==> config.mk <==
export PLATFORM = sky130hd
export DESIGN_NAME = cpu_run_ctrl
export DESIGN_NICKNAME = d
export VERILOG_FILES = /design/src/rtl/cpu_acc_pkg.sv /design/src/rtl/run_watchdog.sv /design/src/rtl/cpu_run_ctrl.sv
export SDC_FILE = /design/constraint.sdc
export NUM_CORES = 1
export LEC_CHECK = 0
export BUFFER_PORTS_ARGS = -buffer_cell sky130_fd_sc_hd__buf_2
export CAP_MARGIN = 20
export CORE_UTILIZATION = 52
export DETAILED_ROUTE_END_ITERATION = 16
export PLACE_DENSITY = 0.76
export SETUP_SLACK_MARGIN = 0.3
export SYNTH_ARGS = -nofsm -noshare
export SYNTH_HDL_FRONTEND = slang
export SYNTH_HIERARCHICAL = 1
export SYNTH_SLANG_ARGS = --single-unit
export TNS_END_PERCENT = 20
==> constraint.sdc <==
create_clock -name clk -period 8.4 [get_ports clk]
set_input_delay 1.68 -clock clk [delete_from_list [all_inputs] [get_ports clk]]
set_output_delay 1.68 -clock clk [all_outputs]
set_load 0.005 [all_outputs]
==> src/rtl/cpu_acc_pkg.sv <==
// Shared types and default widths for the cpu_acc run sequencer.
package cpu_acc_pkg;

    localparam int unsigned DEF_ADDR_W = 8;
    localparam int unsigned DEF_DATA_W = 8;

    typedef enum logic [2:0] {
        IDLE,
        LOAD,
        CPU_RST,
        RUN,
        DONE
    } run_state_t;

endpackage

==> src/rtl/run_watchdog.sv <==
// Up-counter with synchronous clear and enable; flags when the count reaches a runtime limit.
module run_watchdog #(
    parameter int unsigned CNT_W = 16
) (
    input  logic             clk,
    input  logic             clear,
    input  logic             enable,
    input  logic [CNT_W-1:0] last,
    output logic [CNT_W-1:0] count,
    output logic             expired
);

    always_ff @(posedge clk) begin
        if (clear) begin
            count <= '0;
        end else if (enable) begin
            count <= count + CNT_W'(1);
        end
    end

    assign expired = (count == last);

endmodule

==> src/rtl/cpu_run_ctrl.sv <==
// Run sequencer for cpu_acc: load program image, hold CPU in reset, run under a watchdog,
// then latch result, cycle count and pass/fail.
module cpu_run_ctrl
    import cpu_acc_pkg::*;
#(
    parameter int unsigned ADDR_W     = DEF_ADDR_W,
    parameter int unsigned DATA_W     = DEF_DATA_W,
    parameter int unsigned RST_CYCLES = 2,
    parameter int unsigned TIMEOUT    = 1000,
    parameter int unsigned CNT_W      = 16
) (
    input  logic              clk,
    input  logic              reset,
    input  logic              start,
    input  logic [DATA_W-1:0] exp_val,
    input  logic              ld_valid,
    output logic              ld_ready,
    input  logic [DATA_W-1:0] ld_data,
    input  logic              ld_last,
    output logic              imem_we,
    output logic [ADDR_W-1:0] imem_addr,
    output logic [DATA_W-1:0] imem_wdata,
    output logic              cpu_reset,
    input  logic              cpu_halted,
    input  logic [DATA_W-1:0] cpu_acc,
    output logic              busy,
    output logic              done,
    output logic              pass,
    output logic              timeout,
    output logic              load_err,
    output logic [DATA_W-1:0] result,
    output logic [CNT_W-1:0]  cycles
);

    run_state_t        state, state_n;
    logic [ADDR_W-1:0] addr, addr_n;
    logic [DATA_W-1:0] exp_q, exp_n;
    logic [DATA_W-1:0] result_q, result_n;
    logic [CNT_W-1:0]  cycles_q, cycles_n;
    logic              pass_q, pass_n;
    logic              timeout_q, timeout_n;
    logic              load_err_q, load_err_n;
    logic              cpu_reset_q, cpu_reset_n;

    logic              wd_clear;
    logic              wd_enable;
    logic [CNT_W-1:0]  wd_last;
    logic [CNT_W-1:0]  wd_count;
    logic              wd_expired;

    // One counter serves both the reset hold and the run watchdog; it is cleared
    // on the hold->run transition so RUN starts counting from zero.
    assign wd_enable = (state == CPU_RST) || (state == RUN);
    assign wd_last   = (state == CPU_RST) ? CNT_W'(RST_CYCLES - 1) : CNT_W'(TIMEOUT - 1);
    assign wd_clear  = !reset || !wd_enable || ((state == CPU_RST) && wd_expired);

    run_watchdog #(
        .CNT_W(CNT_W)
    ) u_watchdog (
        .clk    (clk),
        .clear  (wd_clear),
        .enable (wd_enable),
        .last   (wd_last),
        .count  (wd_count),
        .expired(wd_expired)
    );

    always_ff @(posedge clk) begin
        if (!reset) begin
            state       <= IDLE;
            addr        <= '0;
            exp_q       <= '0;
            result_q    <= '0;
            cycles_q    <= '0;
            pass_q      <= 1'b0;
            timeout_q   <= 1'b0;
            load_err_q  <= 1'b0;
            cpu_reset_q <= 1'b1;
        end else begin
            state       <= state_n;
            addr        <= addr_n;
            exp_q       <= exp_n;
            result_q    <= result_n;
            cycles_q    <= cycles_n;
            pass_q      <= pass_n;
            timeout_q   <= timeout_n;
            load_err_q  <= load_err_n;
            cpu_reset_q <= cpu_reset_n;
        end
    end

    always_comb begin
        state_n     = state;
        addr_n      = addr;
        exp_n       = exp_q;
        result_n    = result_q;
        cycles_n    = cycles_q;
        pass_n      = pass_q;
        timeout_n   = timeout_q;
        load_err_n  = load_err_q;
        cpu_reset_n = cpu_reset_q;
        ld_ready    = 1'b0;
        imem_we     = 1'b0;

        case (state)
            IDLE, DONE: begin
                if (start) begin
                    state_n     = LOAD;
                    exp_n       = exp_val;
                    addr_n      = '0;
                    result_n    = '0;
                    cycles_n    = '0;
                    pass_n      = 1'b0;
                    timeout_n   = 1'b0;
                    load_err_n  = 1'b0;
                    cpu_reset_n = 1'b1;
                end
            end
            LOAD: begin
                ld_ready = 1'b1;
                if (ld_valid) begin
                    imem_we = 1'b1;
                    if (addr != '1) begin
                        addr_n = addr + ADDR_W'(1);
                    end
                    if (ld_last) begin
                        state_n = CPU_RST;
                    end else if (addr == '1) begin
                        load_err_n = 1'b1;
                        state_n    = DONE;
                    end
                end
            end
            CPU_RST: begin
                if (wd_expired) begin
                    state_n     = RUN;
                    cpu_reset_n = 1'b0;
                end
            end
            RUN: begin
                // Halt takes priority over a same-cycle watchdog expiry.
                if (cpu_halted) begin
                    result_n = cpu_acc;
                    cycles_n = wd_count;
                    pass_n   = (cpu_acc == exp_q);
                    state_n  = DONE;
                end else if (wd_expired) begin
                    timeout_n   = 1'b1;
                    result_n    = cpu_acc;
                    cycles_n    = CNT_W'(TIMEOUT);
                    cpu_reset_n = 1'b1;
                    state_n     = DONE;
                end
            end
            default: begin
                state_n = IDLE;
            end
        endcase
    end

    assign imem_addr  = addr;
    assign imem_wdata = ld_data;
    assign cpu_reset  = cpu_reset_q;
    assign busy       = (state == LOAD) || (state == CPU_RST) || (state == RUN);
    assign done       = (state == DONE);
    assign pass       = pass_q;
    assign timeout    = timeout_q;
    assign load_err   = load_err_q;
    assign result     = result_q;
    assign cycles     = cycles_q;

endmodule
* After elaboration in Yosys (flattened, before gate mapping)
Cells that the tools add are included.
** Storage, ports and cells
- Register bits :: 63
- Input bits :: 30
- Word-level logic and storage cells :: 88
** Operators by class
- Add/sub/neg operators :: 2
- Equal/unequal tests :: 19
- Multiplexer cells :: 36
- Reductions and logical operators :: 21
** Operators with widths (number)
- $mux 16 :: 3
- $mux 8 :: 5
- $pmux 16 s2 :: 1
- $pmux 8 s2 :: 2
- $mux 3 :: 7
- $ne 2x2->1 const B :: 9
- $add 16x1->16 const B :: 1
- $eq 16x10->1 :: 1
- $reduce_and 5->1 :: 3
- $mux 1 :: 12
- $pmux 3 s4 :: 1
- $mux 10 :: 1
- $add 8x1->8 const B :: 1
- $eq 8x8->1 :: 1
- $eq 8x8->1 const B :: 1
- $ne 8x8->1 const B :: 1
- $reduce_and 4->1 :: 2
- $eq 3x2->1 const B :: 2
- $ne 3x3->1 const B :: 2
- $pmux 1 s2 :: 3
- $reduce_and 3->1 :: 2
- $logic_or 1x1->1 :: 5
- $reduce_bool 2->1 :: 2
- $eq 3x1->1 const B :: 1
- 8 further kinds :: 9

* Depth between registers and ports, before layout
- Depth in word-level cells :: 6
- Depth in mapped cells :: 12

* By module
The synthesis kept the hierarchy.
** Modules (own cells, without submodules)
- cpu_run_ctrl :: instances 1, cells each 259, area each 2304.7 sq um
- run_watchdog :: instances 1, cells each 101, area each 909.6 sq um

* Least setup slack after synthesis
OpenSTA, ideal clock, no wires.
- Path kind :: input to output
- From :: input ld_valid
- To :: output imem_we
- Arrival :: 2.097 ns
- Required time :: 6.720 ns
- Path slack :: 4.623 ns
- Stages on the path :: 2
- Cell sequence :: nor4bb_1 -> buf_4
** On the way
- Cells in the longest elaborated chain, start to end :: 2
** RTL lines
- start: declaration :: line cpu_run_ctrl.sv:16 : input logic ld_valid,
- $mux 1 :: line cpu_run_ctrl.sv:121 : if (ld_valid) begin
- $mux 1 :: line cpu_run_ctrl.sv:105 : case (state)
- end: declaration :: line cpu_run_ctrl.sv:20 : output logic imem_we,
No other way between the ends.

* Worst setup path after layout
Same ends and word-level chain as after synthesis.

==> metrics.md <==
| Metric | Value |
|---|---|
| Status | `completed` |
| Switching share of power | `0.2759` |
| Initial DRC Count | `90` |
| Area of the core | `0.005956 sq mm` |
| Share of layout cells above drive strength 1 | `0.2126` |
| Max incr delay on CP | `0.86 ns` |
| CTS Hold Buffers Added | `0` |
| RR Endpoint | `u_watchdog/count[14]$_SDFFE_PP0P_` |
| Most frequent cells after synthesis | `63 x dfxtp_1, 40 x nand2_1, 23 x nor2_1` |
| Initial antenna violation count | `0` |
| Clock Sinks | `63` |
| Clock power frac | `0.402` |
| Maximum clock insertion buffer count | `2` |
| Leak | `0.001568 uW` |
| Detailed Route WL | `7.096 mm` |
| Count of final setup violators | `0` |
| CP startpoint | `ld_valid` |
| Post-synth EDFFs | `0` |
| Port bufs | `61` |
| Setup Fix Bufs, Post-CTS | `0` |
| CTS tree | `yes` |
| Tmin final | `4.567 ns` |
| Seq pwr share | `0.413` |
| Worst setup EP type | `output port` |
| Largest net degree at the start of global routing | `46` |
| Met2 Resource Use GR | `0.3568` |
| Post-Syn Instances | `360` |
| Final Max Tran Viols | `0` |
| Final Hold Fails | `0` |
| Die area | `0.006500 sq mm` |
| # Max-Cap Violations | `0` |
| Total gr overflow | `0` |
| NetSw | `222.8 uW` |
| Busiest grt layer | `met2` |
| Synth unique cells | `57` |
| Sequential area share after synthesis | `0.3924` |
| Worst slack at placement | `3.859 ns` |
| Highest Clock Rate | `0.2190 GHz` |
| Nets | `442` |
| Via density per instance | `5.479` |
| Root Buffer | `clkbuf_8` |
| Synthesis-stage register bit count | `63` |
| Syn Std Cell Area | `0.003214 sq mm` |
| Dpl cells | `474` |
| Worst-Margin Slew | `1.002 ns` |
| Logic depth of the worst path, buffers included | `3` |
| Combinational share of power | `0.185` |
| HP Class | `reg -> reg` |
| # H-tree levels | `3` |
| Remaining DRCs | `0` |
| Layout Area Growth over Synthesis | `15.76%` |
| Clock-pin slew on the worst setup and hold paths | `0.06 ns` |
| Max_slew headroom | `0.3231` |
| Layout Cells excl Fill | `489` |
| Met1 Usage GRT | `0.3004` |
| R2R Path Start | `state[1]$_SDFFE_PN0P_` |
| Initial core utilization | `0.5397` |
| First-pass GRT wire length | `11.40 mm` |
| Worst path cell trace | `buf_2 > nor4bb_1 > buf_2` |
| Antenna viol nets, final | `0` |
| Site Rows | `28` |
| Die W | `80.62 microns` |
| Worst Path Arrival | `2.89 ns` |
| Most used cell along the critical path | `buf_2` |
| Worst reg-to-reg setup slack | `4.81 ns` |
| Worst Path Required | `6.72 ns` |
| Area contributors post-synth | `dfxtp_1 39%, xnor2_1 6.0%, nand2_1 4.7%` |
| RSZ-0062 raised after global routing | `false` |
| Antenna cells | `0` |
| Worst-Skew Late Latency | `0.34 ns` |
| I/O pin count | `78` |
| Slowest-stage cell, CP | `nor4bb_1` |
| Vias in the first global route | `2390` |
| Crit path capture | `imem_we` |
| Critical path's top delay family | `simple AND/OR/NAND/NOR gates` |
| Critical path class | `in -> out` |
| Pwr Density | `217.0 mW/mm^2` |
| Drt first pass iters | `4` |
| Count leader, synth | `dfxtp_1` |
| Internal power | `584.7 uW` |
| Post-route setup slack | `3.833 ns` |
| Async S/R FF share, synth | `0` |
| Tot GR Track Use | `0.2303` |
| Final Skew | `0.006331 ns` |
| Avg Inst Size Synth | `8.929 sq um` |
| CTS buffer count | `9` |
| Post-DP HPWL | `4.781 mm` |
| GPL Wtd Cong | `0.8206` |
| Area leader, netlist | `dfxtp_1` |
| Crit path launch type | `primary input` |
| Vias | `2679` |
| Crit-path max FO | `7` |
| Yosys Warn Count | `6` |
| Reg2Reg Depth | `10` |
| Main synth FF type | `dfxtp_1` |
| WP buf/inv | `2` |
| Wirelength per Cell | `14.51 microns` |
| Maximum vdd drop | `0.1487 mV` |
| Met3 usage | `0.06591` |
| Tcrit/Tclk final | `0.5437` |
| Setup_tns | `0 ns` |
| Top-area cell type share of the netlist area | `0.3924` |
| Gates resized, CTS repair | `0` |
| Die height | `80.62 microns` |
-- layout by cell type, fill, tap and decap left out, types with 8 or more instances in the layout --
| cell | instances |
|---|---|
| dfxtp_1 | 63 |
| buf_2 | 61 |
| nand2_1 | 40 |
| nor2_1 | 23 |
| xnor2_1 | 22 |
| nor2b_1 | 21 |
| xor2_1 | 14 |
| nand4_1 | 12 |
| mux2i_1 | 11 |
| clkbuf_8 | 11 |
| nand3_1 | 10 |
| o21ai_0 | 10 |
| a32oi_1 | 10 |
| a21boi_0 | 9 |
| conb_1 | 9 |
| and2_1 | 8 |
-- registers in the layout, indices dropped and copies added (netlist names) --
register,flops
result,8
cycles,16
imem_addr,8
exp_q,8
pass,1
state,3
load_err,1
u_watchdog/count,16
timeout,1
cpu_reset,1
-- worst min path at each step --
| stage | from | endpoint | slack [ns] | cells after the start |
|---|---|---|---|---|
| final | load_err$_SDFFE_PN0P_ | load_err$_SDFFE_PN0P_ | 0.47 | 2 |
| after global routing | cpu_reset$_SDFFE_PN1P_ | cpu_reset$_SDFFE_PN1P_ | 0.49 | 2 |
| after CTS | load_err$_SDFFE_PN0P_ | load_err$_SDFFE_PN0P_ | 0.48 | 2 |
| after detailed placement | load_err$_SDFFE_PN0P_ | load_err$_SDFFE_PN0P_ | 0.46 | 2 |
| after global placement | load_err$_SDFFE_PN0P_ | load_err$_SDFFE_PN0P_ | 0.46 | 2 |
| after floorplan | exp_q[5]$_SDFFE_PN0P_ | exp_q[5]$_SDFFE_PN0P_ | 0.46 | 2 |
-- worst min-delay path: stages, from the launching register on --
cell,delay [ns]
dfxtp_1,0.32
a21oi_1,0.04
nor2_1,0.07
-- power by group through the flow --
stage | clock network, uW | registers, uW | logic [uW]
4_1_cts | 329 | 333 | 149
3_5_place_dp | 0 | 340 | 147
3_3_place_gp | 0 | 339 | 145
5_1_grt | 342 | 337 | 164
6_report | 325 | 334 | 149
2_1_floorplan | 0 | 329 | 125
-- per-stage QoR --
| step | hold slack [ns] | total power (uW) | util | cell area, sq um |
|---|---|---|---|---|
| floorplan | 0.4553 | 454.6 | - | 3241 |
| global placement | 0.4572 | 484.2 | 0.5836 | 3476 |
| detailed placement | 0.4621 | 487.3 | 0.5836 | 3476 |
| CTS | 0.4770 | 812.2 | 0.6248 | 3721 |
| global route | 0.4934 | 842.5 | 0.6248 | 3721 |
| finish | 0.4696 | 807.5 | 0.6248 | 3721 |
-- layout make-up --
cell class                 count  area, sq um
fill                         517         2235
multi-input combinational    270         1789
inverter                       3        11.26
clock buffer                  12        155.1
clock inverter                 3        90.09
timing repair buffer          63        320.3
tap                           75        93.84
sequential                    63         1261
-- layer usage --
metal  up-vias  wire length, microns
li1       1350                     -
met1      1246                  3399
met2        73                  3243
met3        10                   363
met4         0                    89
met5         -                     0
-- kinds of logic after synthesis --
family                     after synthesis  share of synthesized area
and+or+nand+nor                        153                     0.2631
DFF                                     63                     0.3924
AOI/OAI and AO/OA                       57                     0.1347
xor gates and xnor gates                36                    0.09809
buffers and inverters                   34                    0.05917
muxes                                   13                    0.04243
adders and majority gates                2                   0.007784
other                                    2                   0.002336
Power figures use the tool's default switching activity.
